[src/rtl/bias_act_unit.sv]
// Post-accumulation stage: adds per-layer bias, optional ReLU, rounding shift, saturation.
// Latency: pixel sampled at edge e is on o_dat/o_dat_vld after edge e+3; 1 pixel/cycle.
// Backpressure: none; input is a pure strobe and the output must be consumed when valid.
module bias_act_unit #(
   parameter int DAT_WIDTH  = 24,
   parameter int BIAS_WIDTH = 16,
   parameter int OUT_WIDTH  = 8,
   parameter int ADDR_WIDTH = 7
) (
   input  logic                         i_clk,
   input  logic                         i_rst_n,
   input  logic                         i_calc_en,
   input  logic [7:0]                   i_out_x_length,
   input  logic [7:0]                   i_output_layers,
   input  logic [4:0]                   i_shift,
   input  logic                         i_relu_en,
   input  logic                         i_npe_dat_vld,
   input  logic signed [DAT_WIDTH-1:0]  i_npe_dat,
   output logic                         o_bias_rd_en,
   output logic [ADDR_WIDTH-1:0]        o_bias_addr,
   input  logic signed [BIAS_WIDTH-1:0] i_bias_dat,
   output logic                         o_dat_vld,
   output logic signed [OUT_WIDTH-1:0]  o_dat,
   output logic                         o_frame_done
);

   localparam int SUM_W = DAT_WIDTH + 1;
   localparam int EXT_W = DAT_WIDTH + 2;
   localparam logic signed [EXT_W-1:0] SAT_MAX = EXT_W'((1 << (OUT_WIDTH - 1)) - 1);
   localparam logic signed [EXT_W-1:0] SAT_MIN = EXT_W'(-(1 << (OUT_WIDTH - 1)));

   logic [7:0] x_cnt;
   logic [7:0] layer_cnt;
   logic [7:0] last_x;
   logic [7:0] next_layer;
   logic       accept;
   logic       last_layer;
   logic       last_px;

   logic                         rd_pending;
   logic signed [BIAS_WIDTH-1:0] bias_reg;

   logic                         s1_vld, s2_vld, s3_vld;
   logic                         s1_last, s2_last, s3_last;
   logic signed [DAT_WIDTH-1:0]  s1_dat, s2_dat;
   logic signed [SUM_W-1:0]      s3_sum;

   logic signed [EXT_W-1:0]      relu_v;
   logic signed [EXT_W-1:0]      rnd;
   logic signed [EXT_W-1:0]      shifted;
   logic signed [OUT_WIDTH-1:0]  sat_dat;

   // A start pulse swallows any pixel strobe in the same cycle
   assign accept     = i_npe_dat_vld & ~i_calc_en;
   assign last_x     = i_out_x_length - 8'd1;
   assign last_layer = (layer_cnt == i_output_layers - 8'd1);
   assign last_px    = accept && (x_cnt == last_x);
   assign next_layer = last_layer ? 8'd0 : layer_cnt + 8'd1;

   // Pixel and layer position within the frame; frames repeat without a new start
   always_ff @(posedge i_clk or negedge i_rst_n) begin
      if (!i_rst_n) begin
         x_cnt     <= '0;
         layer_cnt <= '0;
      end else if (i_calc_en) begin
         x_cnt     <= '0;
         layer_cnt <= '0;
      end else if (accept) begin
         if (x_cnt == last_x) begin
            x_cnt     <= '0;
            layer_cnt <= next_layer;
         end else begin
            x_cnt <= x_cnt + 8'd1;
         end
      end
   end

   // Bias prefetch: read layer 0 after a start, next layer right after each layer's last pixel
   always_ff @(posedge i_clk or negedge i_rst_n) begin
      if (!i_rst_n) begin
         o_bias_rd_en <= 1'b0;
         o_bias_addr  <= '0;
      end else begin
         o_bias_rd_en <= i_calc_en | last_px;
         if (i_calc_en)
            o_bias_addr <= '0;
         else if (last_px)
            o_bias_addr <= ADDR_WIDTH'(next_layer);
      end
   end

   // Capture the RAM word one cycle after the read; lands just before the new layer's first pixel reaches S3
   always_ff @(posedge i_clk or negedge i_rst_n) begin
      if (!i_rst_n) begin
         rd_pending <= 1'b0;
         bias_reg   <= '0;
      end else begin
         rd_pending <= o_bias_rd_en;
         if (rd_pending)
            bias_reg <= i_bias_dat;
      end
   end

   // S1 input register and S2 alignment delay; a start flushes all valids
   always_ff @(posedge i_clk or negedge i_rst_n) begin
      if (!i_rst_n) begin
         s1_vld  <= 1'b0;
         s1_last <= 1'b0;
         s1_dat  <= '0;
         s2_vld  <= 1'b0;
         s2_last <= 1'b0;
         s2_dat  <= '0;
      end else begin
         s1_vld  <= accept;
         s1_last <= last_px & last_layer;
         if (accept)
            s1_dat <= i_npe_dat;
         s2_vld  <= s1_vld & ~i_calc_en;
         s2_last <= s1_last;
         s2_dat  <= s1_dat;
      end
   end

   // S3 bias add at full precision
   always_ff @(posedge i_clk or negedge i_rst_n) begin
      if (!i_rst_n) begin
         s3_vld  <= 1'b0;
         s3_last <= 1'b0;
         s3_sum  <= '0;
      end else begin
         s3_vld  <= s2_vld & ~i_calc_en;
         s3_last <= s2_last;
         s3_sum  <= {s2_dat[DAT_WIDTH-1], s2_dat}
                  + {{(SUM_W - BIAS_WIDTH){bias_reg[BIAS_WIDTH-1]}}, bias_reg};
      end
   end

   // S4 datapath: ReLU, round-half-up arithmetic shift, clamp to output range
   always_comb begin
      relu_v = {s3_sum[SUM_W-1], s3_sum};
      if (i_relu_en && s3_sum[SUM_W-1])
         relu_v = '0;
      rnd = '0;
      if (i_shift != 5'd0)
         rnd = EXT_W'(1) << (i_shift - 5'd1);
      shifted = (relu_v + rnd) >>> i_shift;
      if (shifted > SAT_MAX)
         sat_dat = SAT_MAX[OUT_WIDTH-1:0];
      else if (shifted < SAT_MIN)
         sat_dat = SAT_MIN[OUT_WIDTH-1:0];
      else
         sat_dat = shifted[OUT_WIDTH-1:0];
   end

   // S4 output register
   always_ff @(posedge i_clk or negedge i_rst_n) begin
      if (!i_rst_n) begin
         o_dat_vld    <= 1'b0;
         o_frame_done <= 1'b0;
         o_dat        <= '0;
      end else begin
         o_dat_vld    <= s3_vld & ~i_calc_en;
         o_frame_done <= s3_vld & s3_last & ~i_calc_en;
         if (s3_vld && !i_calc_en)
            o_dat <= sat_dat;
      end
   end

endmodule

[config.mk]
export PLATFORM = sky130hd
export DESIGN_NAME = bias_act_unit
export DESIGN_NICKNAME = d
export VERILOG_FILES = /design/src/rtl/bias_act_unit.sv
export SDC_FILE = /design/constraint.sdc
export NUM_CORES = 1
export LEC_CHECK = 0
export BUFFER_PORTS_ARGS = -buffer_cell sky130_fd_sc_hd__buf_4
export CAP_MARGIN = 20
export CORE_UTILIZATION = 50
export DETAILED_ROUTE_END_ITERATION = 7
export PLACE_DENSITY = 0.69
export SYNTH_ARGS = -nofsm -noshare
export SYNTH_HDL_FRONTEND = slang
export SYNTH_SLANG_ARGS = --single-unit
[constraint.sdc]
create_clock -name i_clk -period 6.95 [get_ports i_clk]
set_input_delay 0.695 -clock i_clk [delete_from_list [all_inputs] [get_ports i_clk]]
set_output_delay 0.695 -clock i_clk [all_outputs]
set_load 0.02 [all_outputs]
# After elaboration in Yosys (flattened, before gate mapping)
# Index checks and enable logic that the tools add are counted.
[classes]
n_addsub = 7
n_lt_le_gt_ge = 2
n_eq_ne = 2
shifts = 2
muxes = 13
bitwise_logic = 9
n_reduce_logical = 9
[ops]
columns = ["op", "n"]
rows = [
  ["$mux 8", 9],
  ["$mux 26", 2],
  ["$add 26x26->26", 1],
  ["$gt 26x8->1 const B", 1],
  ["$lt 26x8->1 const B", 1],
  ["$shl 1x5->26 const A", 1],
  ["$sshr 26x5->26", 1],
  ["$add 24x16->25", 1],
  ["$add 8x1->8 const B", 2],
  ["$eq 8x8->1", 2],
  ["$sub 8x1->8 const B", 2],
  ["$mux 7", 2],
  ["$and 1x1->1", 7],
  ["$reduce_bool 2->1", 3],
  ["$reduce_bool 5->1", 1],
  ["$sub 5x1->5 const B", 1],
  ["$logic_and 1x1->1", 3],
  ["$reduce_and 2->1", 1],
  ["$logic_not 1->1", 1],
  ["$not 1->1", 1],
  ["$or 1x1->1", 1],
]
[word_totals]
reg_bits = 130
in_bits = 66
output_inout_bits = 18
elab_cells = 62

# Longest topological paths before layout
# Gate-level depths: netlist of run 1.
[logic_depth]
ltp_word = 8
ltp_mapped = 22
depth_no_buf = 19

# Worst setup path before layout of run 1
# No wires, ideal clock.
[synth_path]
path_kind = "input to register"
start = "input i_shift[1]"
end = "register o_dat[0]"
setup_time_ns = 0.146
arrival_time_ns = 5.270
required_time_ns = 6.804
setup_slack_ns = 1.534
path_stages = 21
path_buffers = 2
cell_sequence = "clkbuf_1 -> inv_1 -> buf_1 -> nand2_1 -> nor2_1 -> ha_1 -> inv_1 -> fa_1 -> nor2b_1 -> o31ai_2 -> a211oi_1 -> o21ai_1 -> o21ba_2 -> or3_1 -> mux4_2 -> mux2i_4 -> a31oi_1 -> or3b_1 -> nand4b_4 -> o31ai_4 -> o211ai_1"
[synth_via]
elab_chain_len = 8
word_cells_on_any_way = 10
classes_between = "add/sub: 2; order compare: 2; shift: 2; mux: 3; reduce/logical: 1"
[synth_rtl]
columns = ["element", "line", "source"]
rows = [
  ["start, declared", "15", "input logic [4:0] i_shift,"],
  ["$sub 5x1->5", "145", "rnd = EXT_W'(1) << (i_shift - 5'd1);"],
  ["$shl 1x5->26", "145", ""],
  ["$mux 26", "144", "if (i_shift != 5'd0)"],
  ["$add 26x26->26", "146", "shifted = (relu_v + rnd) >>> i_shift;"],
  ["$sshr 26x5->26 (*)", "146", ""],
  ["$lt 26x8->1", "149", "else if (shifted < SAT_MIN)"],
  ["$mux 8", "149", ""],
  ["$mux 8 (*)", "147", "if (shifted > SAT_MAX)"],
  ["end signal, assigned", "165", "o_dat <= sat_dat;"],
  ["end, declared", "23", "output logic signed [OUT_WIDTH-1:0] o_dat,"],
]
# Mark *: on every way between the ends. The rest lies on a longest branch, timed or not.
# A chain may end at the register's enable or synchronous reset.

# Worst setup path in the final report of run 1
[layout_path]
start = "input i_shift[2]"
end = "register o_dat[2]"
# The elaborated chain is that of the path after synthesis.

==> impl_table.tex, run 1 <==
\begin{tabular}{lr}
\hline
Metric & Value \\
\hline
\multicolumn{2}{l}{\textbf{Final layout}} \\
\quad Final instance area & $\sim$11000 um\^{}2 \\
\quad Largest register by flop count & s3\_sum \\
\quad Max reg flops & 25 \\
\quad Synth-to-Final Area Change & 15.84\% \\
\quad Number of standard cells in the layout, taps in and fillers out & 1447 \\
\quad Antenna diode instance count & 0 \\
\quad Total Nets Final & 1295 \\
\quad Ratio of cells with drive above 1 in the final layout & 18.45\% \\
\quad Biggest regs & s3\_sum (25), s1\_dat (24), s2\_dat (24) \\
\multicolumn{2}{l}{\textbf{Power and ir drop}} \\
\quad Leakage power of the design & $\sim$5.0 nW \\
\quad VDD IR max & 0.0002133 V \\
\quad Power density normalized to cell area & approximately 300 nW/um\^{}2 \\
\multicolumn{2}{l}{\textbf{CTS}} \\
\quad Cells resized by post-CTS repair & 0 \\
\quad Max Root-Sink Buffers & 2 \\
\quad Root buffer cell & clkbuf\_16 \\
\quad Num CTS Buffers & 17 \\
\quad CTS H-Tree Depth & 4 \\
\quad Clock tree from TritonCTS & done \\
\quad CTS Hold Buffers Added & 0 \\
\quad Buffer count from post-CTS setup fixing & 0 \\
\quad Insertion delay to the later sink of the worst-skew pair & around 420 ps \\
\quad Clock net sink count & between 100 and 150 \\
\quad Clk pin slew, worst setup/hold paths & roughly 60 ps \\
\multicolumn{2}{l}{\textbf{Die}} \\
\quad Count of pins on the block boundary & 84 \\
\quad Horizontal extent of the die & 141.7 um \\
\quad Initial Util & between 50\% and 60\% \\
\quad Die height & 141.7 um \\
\quad Die area & around 20000 um\^{}2 \\
\quad Placement row count & 50 \\
\quad Area of the placeable core & about 19000 um\^{}2 \\
\multicolumn{2}{l}{\textbf{Critical path}} \\
\quad Required time reported for the critical path endpoint & slightly above 7000 ps \\
\quad CP Launch Point & i\_shift[2] \\
\quad Endpoint class of the critical path & flip-flop \\
\quad Buf+Inv Stages, Crit Path & 2 \\
\quad CP Class & input port to flip-flop \\
\quad CP dominant cell by count & nor3\_1 \\
\quad Crit-path max FO & 28 \\
\quad Cell type group with the largest total delay on the critical path & simple AND/OR/NAND/NOR gates \\
\quad Data arrival time of the worst path & slightly above 6000 ps \\
\quad Startpoint type of the worst setup path & input port \\
\quad Slowest cell delay on critical path & $\sim$600 ps \\
\quad Slowest cell on the critical path & xor2\_2 \\
\quad Origin of the critical flop-to-flop path & s3\_sum[24]\$\_DFF\_PN0\_ \\
\quad Chain of cells forming the critical path & buf\_4 > inv\_1 > nand3\_1 > nor3\_1 > ha\_1 > nand2\_1 > o21a\_1 > o211a\_1 > o21ai\_1 > nor3\_1 > xor2\_2 > xnor2\_1 > mux2i\_1 > o21ai\_0 > nor4b\_1 > nand4b\_4 > o31ai\_4 > o211ai\_1 \\
\multicolumn{2}{l}{\textbf{Synth}} \\
\quad Net Count, Synth & between 1000 and 1500 \\
\quad Mean post-synth cell area & just under 9 um\^{}2 \\
\quad Sequential area share after synthesis & between 30 and 40\% \\
\quad Synthesized flop and latch total & 130 \\
\quad Number of warnings issued by yosys & 0 \\
\quad Combined area of all synthesized cells & approximately 10000 um\^{}2 \\
\quad Number of different library cells in the post-synthesis netlist & 84 \\
\quad Number of flops mapped to enable cells by yosys & 0 \\
\quad Synth Flop Type & dfrtp\_1 \\
\quad Fraction of synthesis flops using an asynchronous set or reset pin & 100.0\% \\
\quad Cells after synthesis & $\sim$1100 \\
\multicolumn{2}{l}{\textbf{Detailed routing}} \\
\quad Violation count after the first detailed-routing iteration & slightly below 700 \\
\quad Routed via count & 8584 \\
\quad Routed WL & about 26000 um \\
\quad Vias/cell & between 5 and 6 \\
\quad Total iterations of the first detailed-routing run & 5 \\
\quad Residual DRC count & 0 \\
\quad Routed len/inst & 17.67 um \\
\quad ANT nets after route & 0 \\
\multicolumn{2}{l}{\textbf{Global route}} \\
\quad Initial antenna violation count & 0 \\
\quad Pin count of the biggest net entering global routing & between 70 and 80 \\
\quad Via count of the first global-routing pass & about 8200 \\
\quad First-pass GRT wire length & $\sim$42000 um \\
\quad Global route overflow & 0 \\
\quad Global Route Usage Sum & between 20\% and 30\% \\
\multicolumn{2}{l}{\textbf{STA}} \\
\quad Time the final worst path needs with I/O delays and setup & a little under 6000 ps \\
\quad Crit share post-route & 84.91\% \\
\quad Highest achievable clock rate & between 0.15 and 0.2 GHz \\
\quad Actual slew at the worst max-slew pin & about 850 ps \\
\quad Final setup fails & 0 \\
\quad Slew Viols, Final & 0 \\
\quad Layout Skew & about 12 ps \\
\quad Total negative slack for setup checks & 0 ps \\
\quad RSZ-0062 raised after global routing & false \\
\quad Total count of hold-check failures in the final report & 0 \\
\quad Worst rel slew slack & between 40\% and 50\% \\
\multicolumn{2}{l}{\textbf{Place}} \\
\quad Cell count after placement & about 1400 \\
\quad Weighted congestion reported at the end of routability-driven placement & between 0.9 and 1 \\
\quad Placement Cell Area & $\sim$11000 um\^{}2 \\
\quad Port Buffer Count & 83 \\
\quad Estimated wirelength of the detail-placed design & about 20000 um \\
\multicolumn{2}{l}{\textbf{Worst hold path}} \\
\quad Hold crit path type & input port to async pin \\
\multicolumn{2}{l}{\textbf{Status}} \\
\quad Status & complete, no violations \\
\multicolumn{2}{l}{\textbf{Flow run}} \\
\quad Number of max-cap violations & 0 \\
\hline
\end{tabular}
## stage by stage
step	hold WS, ps	total power (W)	util [%]	worst slack [ps]
6_report	248.1	0.003404	59.86	1049
5_1_grt	307.5	0.003611	59.86	691.0
4_1_cts	319.8	0.003404	59.86	1136
3_5_place_dp	342.7	0.002408	56.42	692.9
3_3_place_gp	337.8	0.002404	56.42	782.6
2_1_floorplan	331.2	0.002009	-	1534
## per-layer routing
layer	part of all wire, %	track usage, %
met5	0	0
met4	2.1	8.998
met3	4.9	4.050
met2	45	41.59
met1	48	37.08
## kinds of logic (layout without fill, tap and decap cells)
| kind of cell | after synthesis | in the layout | synth area share (%) |
|---|---|---|---|
| compound gates | 293 | 293 | 20.45 |
| xor+xnor | 68 | 68 | 6.254 |
| fa+ha+maj | 55 | 55 | 7.202 |
| buf+inv | 82 | 166 | 3.217 |
| flops | 130 | 130 | 33.32 |
| mux | 85 | 85 | 10.03 |
| simple gates | 390 | 390 | 19.52 |
## worst paths after layout
kind                                              end  depth (start not counted)  slack, ps
setup / recovery                 o_dat[2]$_DFFE_PN0P_                         18       1050
hold / removal                bias_reg[1]$_DFFE_PN0P_                          1        250
max in group asynchronous  o_bias_addr[3]$_DFFE_PN0P_                          2       5520
hold reg to reg                     s2_last$_DFF_PN0_                          0        350
setup reg to reg                 o_dat[2]$_DFFE_PN0P_                         20       1480
min in group i_clk                  s2_last$_DFF_PN0_                          0        350
## power breakdown
group,internal [W],total (W),switching (W)
logic,0.000597,0.00148,0.000880
clock network,0.000629,0.000983,0.000354
registers,0.000893,0.000944,0.0000515
## placed cells by master (no fill, tap or decap), drive strengths merged, types with 6 or more instances in the layout
cell type / instances
dfrtp: 130
nor2: 121
buf: 101
nand2: 91
o21ai: 73
a21oi: 65
mux2: 53
ha: 53
xnor2: 45
inv: 38
and2: 36
nor3: 34
mux2i: 28
a211oi: 25
xor2: 23
nand3: 21
clkbuf: 20
a21o: 19
o211ai: 16
nor2b: 14
nand2b: 13
nand4: 13
o21a: 11
o31ai: 11
nor4: 11
or3: 9
o22ai: 8
a31oi: 8
a22oi: 8
and3: 6
## layout make-up
class | count | area [um^2]
clock inverters | 12 | 192.7
inverters | 33 | 123.9
repair buffers | 101 | 762.0
well taps | 260 | 325.3
flip-flops and latches | 130 | 3253
fillers | 1731 | 7584
multi-input cells | 891 | 6196
clock buffers | 20 | 456.7
## worst register-to-register path: stages, from the launching register on
cell,delay [ps]
dfrtp_1,370
nand2_1,450
and2_1,240
ha_1,210
inv_1,70
fa_1,400
nor2b_1,200
o31ai_2,140
a211oi_1,370
o21ai_1,230
a2111oi_1,650
nor3_1,250
nor3_1,190
a2111oi_0,110
buf_4,210
a211oi_1,310
nand4_1,130
nor4_1,330
a41oi_1,180
buf_4,190
o211ai_1,180
## synth_stat cells, drive strengths merged, types with 4 or more instances
master | n | area [um^2]
or3 | 9 | 56.30
o21a | 11 | 82.58
a31oi | 8 | 50.05
dfrtp | 130 | 3253
nor2 | 121 | 456.7
clkbuf | 33 | 123.9
a311oi | 4 | 58.81
inv | 33 | 123.9
a21o | 19 | 142.6
xnor2 | 45 | 401.6
o21ai | 73 | 369.1
o211a | 4 | 40.04
ha | 53 | 663.1
nor4 | 11 | 81.32
nand2 | 91 | 341.6
mux2i | 28 | 292.8
mux2 | 53 | 596.8
xor2 | 23 | 209.0
nor2b | 14 | 87.58
nand4b | 4 | 50.05
mux4 | 4 | 90.09
o211ai | 16 | 120.1
nor3 | 34 | 170.2
or2 | 5 | 31.28
nand4 | 13 | 81.33
o22ai | 8 | 50.05
a22oi | 8 | 60.06
and3 | 6 | 37.54
nand2b | 13 | 81.33
o31ai | 11 | 101.3
nor3b | 4 | 30.03
o2111ai | 4 | 35.03
a211oi | 25 | 197.7
buf | 16 | 66.31
and2 | 36 | 225.2
a21oi | 65 | 325.3
nand3 | 21 | 105.1
No activity file was read; power rests on OpenSTA's default activity.
==> inputs of run 2 (changes only) <==
--- a/config.mk
+++ b/config.mk
@@ -9,7 +9,7 @@
 export CAP_MARGIN = 20
 export CORE_UTILIZATION = 50
 export DETAILED_ROUTE_END_ITERATION = 7
-export PLACE_DENSITY = 0.69
+export PLACE_DENSITY = 0.71
 export SYNTH_ARGS = -nofsm -noshare
 export SYNTH_HDL_FRONTEND = slang
 export SYNTH_SLANG_ARGS = --single-unit
==> constraint.sdc (replaced) <==
create_clock -name i_clk -period 4.9 [get_ports i_clk]
set_input_delay 0.49 -clock i_clk [delete_from_list [all_inputs] [get_ports i_clk]]
set_output_delay 0.49 -clock i_clk [all_outputs]
set_load 0.02 [all_outputs]
==> run 2 against run 1 <==
Sequential power increased by 42%. Hold slack got worse by 180 ps. Critical path depth up 1. Clock power up 24%. Wire length increased by 9.8%. Cell area is 13% higher. Clock skew increased by 4.1 ps. First-iteration DRC count down 6.6%. Final cell count is 13% higher. Non-clock buffer count grew 190.
==> impl_table.tex, run 2 (synthesized netlist as in run 1, its figures left out) <==
\begin{tabular}{lr}
\hline
Metric & Value \\
\hline
\multicolumn{2}{l}{\textbf{Place}} \\
\quad Cell count after placement & 1600 \\
\quad Port Buffer Count & between 80 and 90 \\
\quad Placement Cell Area & between 10000 and 15000 um\^{}2 \\
\quad Estimated wirelength of the detail-placed design & $\sim$22000 um \\
\quad Post-placement setup slack & -445.3 ps \\
\quad Weighted congestion reported at the end of routability-driven placement & about 0.98 \\
\multicolumn{2}{l}{\textbf{Final layout}} \\
\quad Number of fillers in the final layout & approximately 1600 \\
\quad Largest register by flop count & s3\_sum \\
\quad Ratio of cells with drive above 1 in the final layout & roughly a third \\
\quad Most frequent standard cell in the layout excluding fill and tap cells & buf\_4 \\
\quad Final cell utilization of the core & roughly two thirds \\
\quad Most frequent cells in the layout & 287 x buf\_4, 130 x dfrtp\_1, 118 x nor2\_1, 89 x nand2\_1 \\
\quad Total Nets Final & $\sim$1500 \\
\quad Final instance area & around 13000 um\^{}2 \\
\quad Number of standard cells in the layout, taps in and fillers out & approximately 1600 \\
\quad Antenna diode instance count & 0 \\
\quad Synth-to-Final Area Change & 31.05\% \\
\quad Biggest regs & s3\_sum (25), s1\_dat (24), s2\_dat (24) \\
\quad Max reg flops & 25 \\
\multicolumn{2}{l}{\textbf{Critical path}} \\
\quad Slowest cell delay on critical path & about 500 ps \\
\quad Slowest cell on the critical path & mux4\_2 \\
\quad Endpoint class of the critical path & flip-flop \\
\quad Required time reported for the critical path endpoint & 5190 ps \\
\quad Startpoint type of the worst setup path & flip-flop \\
\quad CP Class & flip-flop to flip-flop \\
\quad FF-to-FF setup slack & 190 ps \\
\quad Chain of cells forming the critical path & nand2\_1 > buf\_12 > and2\_1 > ha\_1 > inv\_1 > fa\_1 > nor2b\_2 > o31ai\_2 > a211oi\_2 > o21ai\_2 > o21ba\_2 > or3\_1 > mux4\_2 > mux2i\_4 > a31oi\_1 > or3b\_1 > nand4b\_4 > o31ai\_4 > o211ai\_1 \\
\quad Data arrival time of the worst path & approximately 5000 ps \\
\quad Crit-path max FO & 24 \\
\multicolumn{2}{l}{\textbf{STA}} \\
\quad Total count of hold-check failures in the final report & 0 \\
\quad Time the final worst path needs with I/O delays and setup & 4708 ps \\
\quad Crit share post-route & between 90 and 100\% \\
\quad Slew Viols, Final & 0 \\
\quad Highest achievable clock rate & 0.2124 GHz \\
\quad Worst rel slew slack & between 30\% and 40\% \\
\quad Layout Skew & around 16 ps \\
\quad Post-layout worst setup margin & 191.9 ps \\
\quad Actual slew at the worst max-slew pin & 947.9 ps \\
\quad Final setup fails & 0 \\
\multicolumn{2}{l}{\textbf{Power and ir drop}} \\
\quad Switching part of the total & roughly 38\% \\
\quad Internal Power & approximately 0.0033 W \\
\quad Leakage power of the design & roughly 5.9 nW \\
\quad VDD IR max & 0.0002712 V \\
\quad Power density normalized to cell area & between 400 and 500 nW/um\^{}2 \\
\quad Sum of internal, switching and leakage power & $\sim$0.0053 W \\
\quad Power share of the combinational group & 51.4\% \\
\quad P\_sw & $\sim$0.0020 W \\
\quad Share of total power in the clock network & $\sim$23\% \\
\quad Portion of total power attributed to sequential cells & $\sim$26\% \\
\multicolumn{2}{l}{\textbf{CTS}} \\
\quad Num CTS Buffers & 17 \\
\quad Clk pin slew, worst setup/hold paths & 70 ps \\
\quad Insertion delay to the later sink of the worst-skew pair & $\sim$430 ps \\
\quad Max Root-Sink Buffers & 2 \\
\quad Clock tree from TritonCTS & done \\
\quad CTS Hold Buffers Added & 0 \\
\quad Clock net sink count & between 100 and 150 \\
\quad CTS H-Tree Depth & 4 \\
\quad Root buffer cell & clkbuf\_16 \\
\multicolumn{2}{l}{\textbf{Global route}} \\
\quad First-pass GRT wire length & about 46000 um \\
\quad Global Route Usage Sum & approximately 30\% \\
\quad Via count of the first global-routing pass & 9181 \\
\quad Pin count of the biggest net entering global routing & between 80 and 90 \\
\quad Global route overflow & 0 \\
\quad Initial antenna violation count & 0 \\
\multicolumn{2}{l}{\textbf{Die}} \\
\quad Horizontal extent of the die & about 140 um \\
\quad Initial Util & around half \\
\quad Die area & about 20000 um\^{}2 \\
\quad Die height & approximately 140 um \\
\quad Area of the placeable core & around 19000 um\^{}2 \\
\quad Placement row count & 50 \\
\quad Count of pins on the block boundary & 84 \\
\multicolumn{2}{l}{\textbf{Detailed routing}} \\
\quad Residual DRC count & 0 \\
\quad Routed len/inst & about 17 um \\
\quad Total iterations of the first detailed-routing run & 5 \\
\quad Violation count after the first detailed-routing iteration & roughly 650 \\
\quad Routed WL & roughly 28000 um \\
\quad Routed via count & 9338 \\
\quad Vias/cell & approximately 5.7 \\
\quad ANT nets after route & 0 \\
\multicolumn{2}{l}{\textbf{Flow run}} \\
\quad Number of max-cap violations & 0 \\
\multicolumn{2}{l}{\textbf{Worst hold path}} \\
\quad Hold crit path type & input port to async pin \\
\multicolumn{2}{l}{\textbf{Status}} \\
\quad Status & complete, no violations \\
\hline
\end{tabular}
## run 2: cell count changes in the layout (fill, tap and decap cells not counted), sizes merged
cell,change
clkinv,+1
bufinv,-4
clkbuf,-2
clkinvlp,+2
buf,+190
inv,+3
## run 2: final timing paths
kind	start	endpoint	depth (start not counted)
worst min-delay path	i_rst_n	s3_sum[0]$_DFF_PN0_	1
worst min register to register	s1_last$_DFF_PN0_	s2_last$_DFF_PN0_	0
min in group i_clk	i_calc_en	s2_vld$_DFF_PN0_	2
max in group asynchronous	i_rst_n	s2_dat[16]$_DFF_PN0_	2
worst max register to register	s3_sum[24]$_DFF_PN0_	o_dat[3]$_DFFE_PN0P_	19
worst max-delay path	s3_sum[24]$_DFF_PN0_	o_dat[3]$_DFFE_PN0P_	19
## run 2: stage by stage
stage	setup TNS [ps]	hold slack [ps]
2_1_floorplan	0	194.4
3_3_place_gp	-2697	331.3
3_5_place_dp	-2887	339.3
4_1_cts	0	143.8
5_1_grt	-96.79	141.6
6_report	0	71.26
## run 2: power by group through the flow
stage	clock network, W	registers [W]	logic, W
finish	0.00122	0.00134	0.00271
global placement	0	0.00136	0.00256
global route	0.00129	0.00137	0.00295
CTS	0.00124	0.00135	0.00262
detailed placement	0	0.00137	0.00259
floorplan	0	0.00137	0.00149
## run 2: timing repair
item | 4_1_cts | 5_1_grt
pin swaps | 0 | 9
gates resized for setup | 1 | 22
hold endpoints to repair | 0 | 0
setup buffers | 0 | 5
endpoints found under the setup margin | 1 | 7
## run 2: final cells by class
cell class	count	area (um^2)	area share [%]
multi-input combinational	891	6306	49.29
clock inverter	14	121.4	0.9486
clock buffer	18	439.2	3.432
inverter	33	123.9	0.9681
tap	260	325.3	2.543
sequential	130	3253	25.43
timing repair buffer	291	2226	17.40
## run 2: worst max-delay path: cells and delay by family (launching register included)
kind                       cells  cell delay (ps)
buffers and inverters          2              210
AOI/OAI and AO/OA              7             1390
adders and majority gates      2              560
muxes                          2              660
DFF                            1              380
and+or+nand+nor                6             1360
## run 2: per-layer routing
metal / global-route usage (%) / up-vias / wire length (um)
li1: - / 4552 / -
met3: 4.725 / 56 / 1505
met2: 47.58 / 286 / 12950
met5: 0 / - / 0
met4: 11.66 / 0 / 896
met1: 39.52 / 4444 / 12710
